File: src/rtl/tcam_pkg.sv
// Shared types and constants for the TCAM lookup controller.
package tcam_pkg;

    // Controller state: normal operation or table-clear sweep.
    typedef enum logic [0:0] {
        ST_IDLE  = 1'b0,
        ST_CLEAR = 1'b1
    } state_e;

    // Cycles from lookup acceptance to res_vld.
    localparam int unsigned RES_LATENCY = 3;

    // entry_count must represent 0..DEPTH inclusive.
    function automatic int unsigned count_width(input int unsigned depth_bits);
        return depth_bits + 1;
    endfunction

endpackage

File: src/rtl/tcam_lookup_ctrl_if.sv
// Lookup, result and table-write channels of the TCAM lookup controller.
interface tcam_lookup_ctrl_if #(
    parameter int unsigned CMP_WIDTH  = 32,
    parameter int unsigned DEPTH_BITS = 5,
    parameter int unsigned TAG_WIDTH  = 8
);
    logic                  lkup_req;
    logic                  lkup_rdy;
    logic [CMP_WIDTH-1:0]  lkup_key;
    logic [TAG_WIDTH-1:0]  lkup_tag;

    logic                  res_vld;
    logic                  res_hit;
    logic [DEPTH_BITS-1:0] res_addr;
    logic [TAG_WIDTH-1:0]  res_tag;

    logic                  wr_req;
    logic                  wr_rdy;
    logic [DEPTH_BITS-1:0] wr_addr;
    logic [CMP_WIDTH-1:0]  wr_data;
    logic [CMP_WIDTH-1:0]  wr_mask;
    logic                  wr_entry_vld;

    modport master (
        output lkup_req, lkup_key, lkup_tag,
        output wr_req, wr_addr, wr_data, wr_mask, wr_entry_vld,
        input  lkup_rdy, wr_rdy,
        input  res_vld, res_hit, res_addr, res_tag
    );

    modport slave (
        input  lkup_req, lkup_key, lkup_tag,
        input  wr_req, wr_addr, wr_data, wr_mask, wr_entry_vld,
        output lkup_rdy, wr_rdy,
        output res_vld, res_hit, res_addr, res_tag
    );
endinterface

File: src/rtl/tcam_prio_encoder.sv
// Lowest-index-wins priority encoder: match vector -> {hit, index}.
module tcam_prio_encoder #(
    parameter int unsigned DEPTH      = 32,
    parameter int unsigned DEPTH_BITS = 5
) (
    input  logic [DEPTH-1:0]      vec,
    output logic                  hit,
    output logic [DEPTH_BITS-1:0] idx
);

    // Scan from the top down so the smallest set index is the last one assigned.
    always_comb begin
        hit = |vec;
        idx = '0;
        for (int i = int'(DEPTH) - 1; i >= 0; i--) begin
            if (vec[i]) begin
                idx = DEPTH_BITS'(i);
            end
        end
    end

endmodule

File: src/rtl/tcam_lookup_ctrl.sv
// TCAM lookup controller: owns the ternary table, serialises writes, lookups and
// clear sweeps, and returns one tagged result per lookup at fixed latency.
module tcam_lookup_ctrl
    import tcam_pkg::*;
#(
    parameter int unsigned CMP_WIDTH  = 32,
    parameter int unsigned DEPTH      = 32,
    parameter int unsigned DEPTH_BITS = 5,
    parameter int unsigned TAG_WIDTH  = 8
) (
    input  logic                                 clk,
    input  logic                                 reset,
    tcam_lookup_ctrl_if.slave                    bus,
    input  logic                                 clr_req,
    output logic                                 busy,
    output logic                                 clr_done,
    output logic [count_width(DEPTH_BITS)-1:0]   entry_count
);

    localparam int unsigned CNT_W = count_width(DEPTH_BITS);
    localparam logic [DEPTH_BITS-1:0] LAST_IDX = DEPTH_BITS'(DEPTH - 1);

    state_e                state_q;
    logic [DEPTH_BITS-1:0] sweep_idx_q;
    logic                  clr_done_q;

    logic [CMP_WIDTH-1:0]  data_q [DEPTH];
    logic [CMP_WIDTH-1:0]  mask_q [DEPTH];
    logic [DEPTH-1:0]      valid_q;
    logic [CNT_W-1:0]      count_q;

    logic [RES_LATENCY-1:0] vld_pipe_q;
    logic [CMP_WIDTH-1:0]   key_q;
    logic [TAG_WIDTH-1:0]   tag0_q;
    logic [TAG_WIDTH-1:0]   tag1_q;
    logic [DEPTH-1:0]       match_q;
    logic                   res_hit_q;
    logic [DEPTH_BITS-1:0]  res_addr_q;
    logic [TAG_WIDTH-1:0]   res_tag_q;

    logic                  wr_rdy;
    logic                  lkup_rdy;
    logic                  wr_fire;
    logic                  lkup_fire;
    logic                  wr_addr_ok;
    logic                  last_sweep;
    logic [DEPTH-1:0]      match_vec;
    logic                  enc_hit;
    logic [DEPTH_BITS-1:0] enc_addr;

    // Clear wins over write, write wins over lookup.
    assign wr_rdy     = (state_q == ST_IDLE) & ~clr_req;
    assign lkup_rdy   = (state_q == ST_IDLE) & ~bus.wr_req & ~clr_req;
    assign wr_fire    = bus.wr_req & wr_rdy;
    assign lkup_fire  = bus.lkup_req & lkup_rdy;
    // Out-of-range addresses only exist for non-power-of-2 DEPTH; they are accepted and dropped.
    assign wr_addr_ok = 32'(bus.wr_addr) < DEPTH;
    assign last_sweep = (state_q == ST_CLEAR) && (sweep_idx_q == LAST_IDX);

    // FSM: idle or sweeping; clr_done is registered so it lines up with the last sweep index.
    always_ff @(posedge clk) begin
        if (reset) begin
            state_q     <= ST_IDLE;
            sweep_idx_q <= '0;
            clr_done_q  <= 1'b0;
        end else begin
            unique case (state_q)
                ST_IDLE: begin
                    if (clr_req) begin
                        state_q     <= ST_CLEAR;
                        sweep_idx_q <= '0;
                        clr_done_q  <= (DEPTH == 1);
                    end
                end
                ST_CLEAR: begin
                    if (sweep_idx_q == LAST_IDX) begin
                        state_q    <= ST_IDLE;
                        clr_done_q <= 1'b0;
                    end else begin
                        sweep_idx_q <= sweep_idx_q + 1'b1;
                        clr_done_q  <= ((sweep_idx_q + 1'b1) == LAST_IDX);
                    end
                end
                default: state_q <= ST_IDLE;
            endcase
        end
    end

    // Table storage: sweep clears one entry per cycle, otherwise accepted writes land here.
    always_ff @(posedge clk) begin
        if (reset) begin
            for (int i = 0; i < int'(DEPTH); i++) begin
                data_q[i] <= '0;
                mask_q[i] <= '0;
            end
            valid_q <= '0;
        end else if (state_q == ST_CLEAR) begin
            data_q[sweep_idx_q]  <= '0;
            mask_q[sweep_idx_q]  <= '0;
            valid_q[sweep_idx_q] <= 1'b0;
        end else if (wr_fire && wr_addr_ok) begin
            data_q[bus.wr_addr]  <= bus.wr_data;
            mask_q[bus.wr_addr]  <= bus.wr_mask;
            valid_q[bus.wr_addr] <= bus.wr_entry_vld;
        end
    end

    // Valid-entry counter tracks only valid-bit transitions.
    always_ff @(posedge clk) begin
        if (reset) begin
            count_q <= '0;
        end else if (last_sweep) begin
            count_q <= '0;
        end else if (wr_fire && wr_addr_ok) begin
            if (bus.wr_entry_vld && !valid_q[bus.wr_addr]) begin
                count_q <= count_q + 1'b1;
            end else if (!bus.wr_entry_vld && valid_q[bus.wr_addr]) begin
                count_q <= count_q - 1'b1;
            end
        end
    end

    // Ternary compare of the registered key against every entry; mask bit 1 is don't-care.
    always_comb begin
        match_vec = '0;
        for (int n = 0; n < int'(DEPTH); n++) begin
            match_vec[n] = (&((key_q ~^ data_q[n]) | mask_q[n])) & valid_q[n];
        end
    end

    tcam_prio_encoder #(
        .DEPTH      (DEPTH),
        .DEPTH_BITS (DEPTH_BITS)
    ) u_prio_encoder (
        .vec (match_q),
        .hit (enc_hit),
        .idx (enc_addr)
    );

    // Lookup pipeline: key/tag capture, match-vector register, encoded result register.
    always_ff @(posedge clk) begin
        if (reset) begin
            vld_pipe_q <= '0;
            key_q      <= '0;
            tag0_q     <= '0;
            tag1_q     <= '0;
            match_q    <= '0;
            res_hit_q  <= 1'b0;
            res_addr_q <= '0;
            res_tag_q  <= '0;
        end else begin
            vld_pipe_q <= {vld_pipe_q[RES_LATENCY-2:0], lkup_fire};
            if (lkup_fire) begin
                key_q  <= bus.lkup_key;
                tag0_q <= bus.lkup_tag;
            end
            if (vld_pipe_q[0]) begin
                match_q <= match_vec;
                tag1_q  <= tag0_q;
            end
            if (vld_pipe_q[1]) begin
                res_hit_q  <= enc_hit;
                res_addr_q <= enc_addr;
                res_tag_q  <= tag1_q;
            end
        end
    end

    assign bus.wr_rdy   = wr_rdy;
    assign bus.lkup_rdy = lkup_rdy;
    assign bus.res_vld  = vld_pipe_q[RES_LATENCY-1];
    assign bus.res_hit  = res_hit_q;
    assign bus.res_addr = res_addr_q;
    assign bus.res_tag  = res_tag_q;
    assign busy         = (state_q == ST_CLEAR);
    assign clr_done     = clr_done_q;
    assign entry_count  = count_q;

endmodule

File: src/flat_wrapper.sv
// flat-port wrapper written by rule: the top's interface ports become plain ports
module tcam_lookup_ctrl_flat import tcam_pkg::*;
#(
    parameter int unsigned CMP_WIDTH  = 32,
    parameter int unsigned DEPTH      = 32,
    parameter int unsigned DEPTH_BITS = 5,
    parameter int unsigned TAG_WIDTH  = 8
)
  (clk, reset, clr_req, busy, clr_done, entry_count, bus_lkup_req, bus_lkup_key, bus_lkup_tag, bus_wr_req, bus_wr_addr, bus_wr_data, bus_wr_mask, bus_wr_entry_vld, bus_lkup_rdy, bus_wr_rdy, bus_res_vld, bus_res_hit, bus_res_addr, bus_res_tag);
  tcam_lookup_ctrl_if #(.CMP_WIDTH(CMP_WIDTH), .DEPTH_BITS(DEPTH_BITS), .TAG_WIDTH(TAG_WIDTH)) bus_i ();
  input  logic clk;
  input  logic reset;
  input  logic clr_req;
  output logic busy;
  output logic clr_done;
  output logic [count_width(DEPTH_BITS)-1:0] entry_count;
  input wire logic [$bits(bus_i.lkup_req)-1:0] bus_lkup_req;
  input wire logic [$bits(bus_i.lkup_key)-1:0] bus_lkup_key;
  input wire logic [$bits(bus_i.lkup_tag)-1:0] bus_lkup_tag;
  input wire logic [$bits(bus_i.wr_req)-1:0] bus_wr_req;
  input wire logic [$bits(bus_i.wr_addr)-1:0] bus_wr_addr;
  input wire logic [$bits(bus_i.wr_data)-1:0] bus_wr_data;
  input wire logic [$bits(bus_i.wr_mask)-1:0] bus_wr_mask;
  input wire logic [$bits(bus_i.wr_entry_vld)-1:0] bus_wr_entry_vld;
  output wire logic [$bits(bus_i.lkup_rdy)-1:0] bus_lkup_rdy;
  output wire logic [$bits(bus_i.wr_rdy)-1:0] bus_wr_rdy;
  output wire logic [$bits(bus_i.res_vld)-1:0] bus_res_vld;
  output wire logic [$bits(bus_i.res_hit)-1:0] bus_res_hit;
  output wire logic [$bits(bus_i.res_addr)-1:0] bus_res_addr;
  output wire logic [$bits(bus_i.res_tag)-1:0] bus_res_tag;
  assign bus_i.lkup_req = bus_lkup_req;
  assign bus_i.lkup_key = bus_lkup_key;
  assign bus_i.lkup_tag = bus_lkup_tag;
  assign bus_i.wr_req = bus_wr_req;
  assign bus_i.wr_addr = bus_wr_addr;
  assign bus_i.wr_data = bus_wr_data;
  assign bus_i.wr_mask = bus_wr_mask;
  assign bus_i.wr_entry_vld = bus_wr_entry_vld;
  assign bus_lkup_rdy = bus_i.lkup_rdy;
  assign bus_wr_rdy = bus_i.wr_rdy;
  assign bus_res_vld = bus_i.res_vld;
  assign bus_res_hit = bus_i.res_hit;
  assign bus_res_addr = bus_i.res_addr;
  assign bus_res_tag = bus_i.res_tag;
  tcam_lookup_ctrl #(.CMP_WIDTH(CMP_WIDTH), .DEPTH(DEPTH), .DEPTH_BITS(DEPTH_BITS), .TAG_WIDTH(TAG_WIDTH)) u_core (.clk(clk), .reset(reset), .bus(bus_i), .clr_req(clr_req), .busy(busy), .clr_done(clr_done), .entry_count(entry_count));
endmodule
File: config.mk
export PLATFORM = sky130hd
export DESIGN_NAME = tcam_lookup_ctrl_flat
export DESIGN_NICKNAME = d
export VERILOG_FILES = /design/src/rtl/tcam_pkg.sv /design/src/rtl/tcam_lookup_ctrl_if.sv /design/src/rtl/tcam_prio_encoder.sv /design/src/rtl/tcam_lookup_ctrl.sv /design/src/flat_wrapper.sv
export SDC_FILE = /design/constraint.sdc
export NUM_CORES = 2
export LEC_CHECK = 0
export BUFFER_PORTS_ARGS = -buffer_cell sky130_fd_sc_hd__buf_2
export CAP_MARGIN = 10
export CELL_PAD_IN_SITES_DETAIL_PLACEMENT = 0
export CELL_PAD_IN_SITES_GLOBAL_PLACEMENT = 1
export CORE_MARGIN = 8
export CORE_UTILIZATION = 47
export CTS_CLUSTER_DIAMETER = 30
export DETAILED_ROUTE_END_ITERATION = 8
export HOLD_SLACK_MARGIN = 0.12
export PLACE_DENSITY_LB_ADDON = 0.1
export SLEW_MARGIN = 40
export SYNTH_ARGS = -nofsm -noshare
export SYNTH_HDL_FRONTEND = slang
export SYNTH_SLANG_ARGS = --single-unit
export TNS_END_PERCENT = 100
File: constraint.sdc
create_clock -name clk -period 3.7 [get_ports clk]
set_clock_uncertainty 0.05 [all_clocks]
set_input_delay 0.37 -clock clk [delete_from_list [all_inputs] [get_ports clk]]
set_output_delay 0.37 -clock clk [all_outputs]
set_load 0.1 [all_outputs]
Word-level counts from Yosys, hierarchy flattened
Memories as Yosys holds them, arrays and structs flattened.
Cells that the tools add are included.
{"block": "totals", "regBits": 142, "ram_bits": 2048, "in_bits": 115, "memories": 2}
{"block": "classes", "addsub": 3, "n_lt_le_gt_ge": 4, "n_eq_ne": 4, "n_mux": 73, "n_bitwise": 106, "n_reduce_logical": 49}
{"memory": "u_core.data_q", "words": 32, "word_bits": 32, "read_ports": 32, "rd_ports_with_merged_regs": 0, "wr": 32, "line_no": "tcam_lookup_ctrl.sv:27", "text": "logic [CMP_WIDTH-1:0] data_q [DEPTH];"}
{"memory": "u_core.mask_q", "words": 32, "word_bits": 32, "read_ports": 32, "rd_ports_with_merged_regs": 0, "wr": 32, "line_no": "tcam_lookup_ctrl.sv:28", "text": "logic [CMP_WIDTH-1:0] mask_q [DEPTH];"}
{"cell": "$or 32x32->32", "n": 32}
{"cell": "$reduce_and 32->1", "n": 32}
{"cell": "$xnor 32x32->32", "n": 32}
{"cell": "$mux 32", "n": 6}
{"cell": "$mux 5", "n": 38}
{"cell": "$reduce_or 32->1", "n": 5}
{"cell": "$and 1x1->1", "n": 37}
{"cell": "$and 32x32->32", "n": 1}
{"cell": "$bwmux 32", "n": 1}
{"cell": "$not 32->32", "n": 1}
{"cell": "$mux 1", "n": 20}
{"cell": "$lt 5x6->1 const B", "n": 2}
{"cell": "$mux 6", "n": 2}
{"cell": "$demux 1 s5", "n": 2}
{"cell": "$eq 5x5->1 const B", "n": 2}
{"cell": "$ge 5x1->1 const B", "n": 2}
{"cell": "$pmux 5 s2", "n": 1}
{"cell": "$add 6x1->6 const B", "n": 1}
{"cell": "$sub 6x1->6 const B", "n": 1}
{"cell": "$add 5x1->5 const B", "n": 1}
{"cell": "$bmux 1 s5", "n": 1}
{"cell": "$logic_and 1x1->1", "n": 5}
{"cell": "$ne 2x2->1 const B", "n": 2}
{"cell": "$pmux 1 s2", "n": 2}
{"cell": "other kinds (5)", "n": 10}

Depth between registers and ports, before layout
{"block": "logic_depth", "ltp_word": 32, "ltp_mapped": 14, "depth_no_buf": 13}

Modules after synthesis
From an unflattened synthesis, not the netlist that was laid out.
{"block": "hier_totals", "cells_unflattened": 7292, "hier_area_um2": 92014.5}
{"module": "tcam_lookup_ctrl", "n_inst": 1, "cells_each": 7227, "area_each_um2": 91629.1}
{"module": "tcam_prio_encoder", "n_inst": 1, "cells_each": 65, "area_each_um2": 385.4}

Worst setup path after synthesis
OpenSTA, ideal clock, no wires.
{"block": "synth_path", "kind": "flip-flop to flip-flop", "start": "register u_core.state_q, in the netlist u_core.busy", "end": "memory u_core.data_q[29][0] (enable)", "setup_ns": 0.433, "arrival_ns": 3.828, "t_required_ns": 3.217, "path_slack_ns": -0.611, "path_stages_with_launch": 8, "path_buffers": 2, "period_less_slack_ns": 4.311, "cell_sequence": "dfxtp_1 -> buf_2 -> a32oi_1 -> or2_2 -> nor3_1 -> nand2_1 -> buf_2 -> nand2b_1"}
{"element": "start: declaration", "line_no": "tcam_lookup_ctrl.sv:23", "text": "state_e state_q;"}
{"element": "start signal: assignment", "line_no": "tcam_lookup_ctrl.sv:63", "text": "state_q <= ST_IDLE;"}
{"element": "start signal: assignment", "line_no": "tcam_lookup_ctrl.sv:70", "text": "state_q <= ST_CLEAR;"}
{"element": "start signal: assignment", "line_no": "tcam_lookup_ctrl.sv:77", "text": "state_q <= ST_IDLE;"}
{"element": "end: declaration", "line_no": "tcam_lookup_ctrl.sv:27"}

==> flow_summary.yaml <==
route:
  wl_um: 323000
  wl_per_cell_um: 29.8
  drtIter0Drc: 7433
  viasPerCell: 5.72
  drc: 0
  ant_nets: 0
  firstDrtPassIters: 6
  vias: 62000
worst_setup_path:
  worstSetupEndpointType: "flop"
  critPathLaunchType: "flop"
  crit_chain: "nor4b_4 > mux2i_1 > nand2b_1 > nor2_1 > nand2_2 > nand2b_2 > buf_4"
  cp.arrival_ps: 4010
  crit_type: "reg2reg"
  max_stage_delay_ps: 800
  critical_path.slowest_cell: "nor4b_4"
  crit_required_ps: 4270
  critPathMaxFanout: 14
  worst_path_dominant_cell_family: "simple AND/OR/NAND/NOR gates"
  crit_buf_inv: 1
synth:
  ys_ff_latch: 2190
  synth.most_common_cell: "nor2_1"
  synth_flop_cell: "edfxtp_1"
  ys_async_sr_fraction_pct: 0
  synth-edff-count: 2048
  syn_avg_cell_area_sq_um: 12.5
  ys_types: 48
  synth_top_area_share_pct: 67.0
  synth_nets: 7442
  synth_top_cells_by_count: "nor2_1 (2214), edfxtp_1 (2048), xnor2_1 (1030)"
  yosysTopAreaCell: "edfxtp_1"
  netlist_area_sq_um: 91800
  synth_area_leaders: "edfxtp_1 (67%), xnor2_1 (9.8%), nor2_1 (9.1%)"
  synth_cells: 7315
  seq_area_frac_synth_pct: 70.1
  yosys_warnings: 0
timing:
  max-slew-margin-rel_pct: 38.4
  final_max_slew_viol_count: 0
  rsz0062_at_grt: "no"
  fin_crit_sh_pct: 92.9
  layout_min_cycle_time_ps: 3440
  worst_slew_pin_slew_ps: 924
  hold_viol_final: 0
  setup-violations-final: 0
  max_freq_mhz: 291
  tns_ps: 0
  holdWs_ps: 165
run:
  cap_violations: 0
hold_path:
  min_path_type: "in2reg"
pwr:
  leakagePower_nw: 38.2
  vdd_drop_max_mv: 0.445
  powerDensity_nw_per_um2: 647
clock_tree:
  clockBufferDepth: 4
  cts_sinks: 2190
  cts-root-buf: "clkbuf_16"
  clkTransAtPathRegs_ps: 40
  cts_inserted_buffers: 530
  worstSkewPairLatency_ps: 940
  cts_tree: "yes"
  htreeDepth: 6
die:
  fp.dieW_um: 458
  initial_core_util_pct: 47.2
  die_h_um: 458
  placementRows: 162
  io-pin-count: 140
  die_area_sq_um: 210000
  fp.coreArea_sq_um: 195000
finish:
  design_area_sq_um: 116000
  nets: 8016
  drive_gt1_share_pct: 16.9
  final_cells: 10840
  final_util_pct: 59.5
  syn2layout_area_growth_pct: 26.1
global_routing:
  grt_use_total_pct: 29.9
  overflow: 0
  grt_pass1_wl_um: 446000
  antenna_found_initial: 23
  grt_max_degree: 97
  first_global_vias: 60531
placement:
  hpwlAfterDp_um: 179000
  dp.cells: 9735
  placed_cell_area_sq_um: 97400
  portBuffers: 139
  gp_congestion: 0.890
run_status:
  status: "finished, final reports clean"
-- worst paths after layout --
kind	depth (start not counted)	slack [ps]	to	start
min reg2reg	2	430	u_core.bus.res_tag[6]	u_core.bus.res_tag[6]
max	7	260	u_core.data_q[23][20]	u_core.busy
min	3	160	u_core.mask_q[3][13]	bus_wr_mask[13]
max reg2reg	7	260	u_core.data_q[23][20]	u_core.busy
-- routing by layer --
layer | track usage [%] | part of all wire, % | up-vias
li1 | - | - | 26853
met1 | 37.9 | 38 | 31683
met2 | 50.7 | 49 | 2837
met3 | 5.64 | 8.4 | 621
met4 | 11.7 | 4.1 | 6
met5 | 0 | 0.011 | -
-- what timing repair did --
item,CTS,global route
endpoints found under the hold margin,1179,0
hold buffers,164,0
resized for setup,0,0
setup buffers,0,0
-- worst min-delay path: stages --
cell and delay, ps:
buf_2 110, nand2_4 310, nor2_1 200
-- registers in the layout, indices dropped and copies added, names as in the netlist --
| register | count |
|---|---|
| u_core.busy | 1 |
| u_core.match_q | 32 |
| u_core.data_q | 1024 |
| u_core.entry_count | 6 |
| u_core.bus.res_addr | 5 |
| u_core.mask_q | 1024 |
| u_core.tag0_q | 8 |
| u_core.sweep_idx_q | 5 |
| u_core.tag1_q | 8 |
| u_core.bus.res_tag | 8 |
| u_core.clr_done | 1 |
| u_core.vld_pipe_q | 3 |
| u_core.valid_q | 32 |
| u_core.bus.res_hit | 1 |
| u_core.key_q | 32 |
-- layout by cell type (no fill, tap or decap), types with 78 or more instances in the layout --
master / count
nand2_1: 156
dlygate4sd3_1: 164
nor4_1: 103
nand2_2: 88
xnor2_1: 1030
edfxtp_1: 2048
clkinv_2: 86
buf_2: 138
clkbuf_1: 98
buf_4: 230
a21oi_1: 86
buf_12: 78
o22ai_1: 480
nor2_1: 2211
dfxtp_1: 110
clkinv_1: 102
clkbuf_16: 544
-- power by group --
group / internal, mW / switching, mW
registers: 27.9 / 0.445
clock network: 29.6 / 13.8
logic: 1.13 / 1.93
-- final cells by class --
cell class / instances / area [sq um]
clock buffers: 647 / 14000
clock inverters: 289 / 2650
repair buffers: 651 / 6080
inverters: 13 / 48.8
flip-flops and latches: 2190 / 64500
fillers: 15516 / 78800
diodes: 5 / 12.5
multi-input cells: 4503 / 25300
well taps: 2542 / 3180
-- through the flow --
| stage | worst slack [ps] | power (mW) |
|---|---|---|
| global route | 111 | 76.7 |
| detailed placement | 70.5 | 31.7 |
| finish | 261 | 74.9 |
| floorplan | 52.1 | 30.3 |
| CTS | 296 | 75.2 |
| global placement | -30.5 | 31.6 |
-- cell families (layout without fill, tap and decap cells) --
family,Yosys count,after routing,share of synthesized area (%)
muxes,31,31,0.447
DFF,2190,2190,70.1
and+or+nand+nor,2698,2698,11.7
buffers and inverters,622,1600,2.80
AOI/OAI and AO/OA,731,731,4.95
other,0,5,0
xor gates and xnor gates,1031,1031,9.84
adders and majority gates,12,12,0.172
No activity file was read; power rests on OpenSTA's default activity.
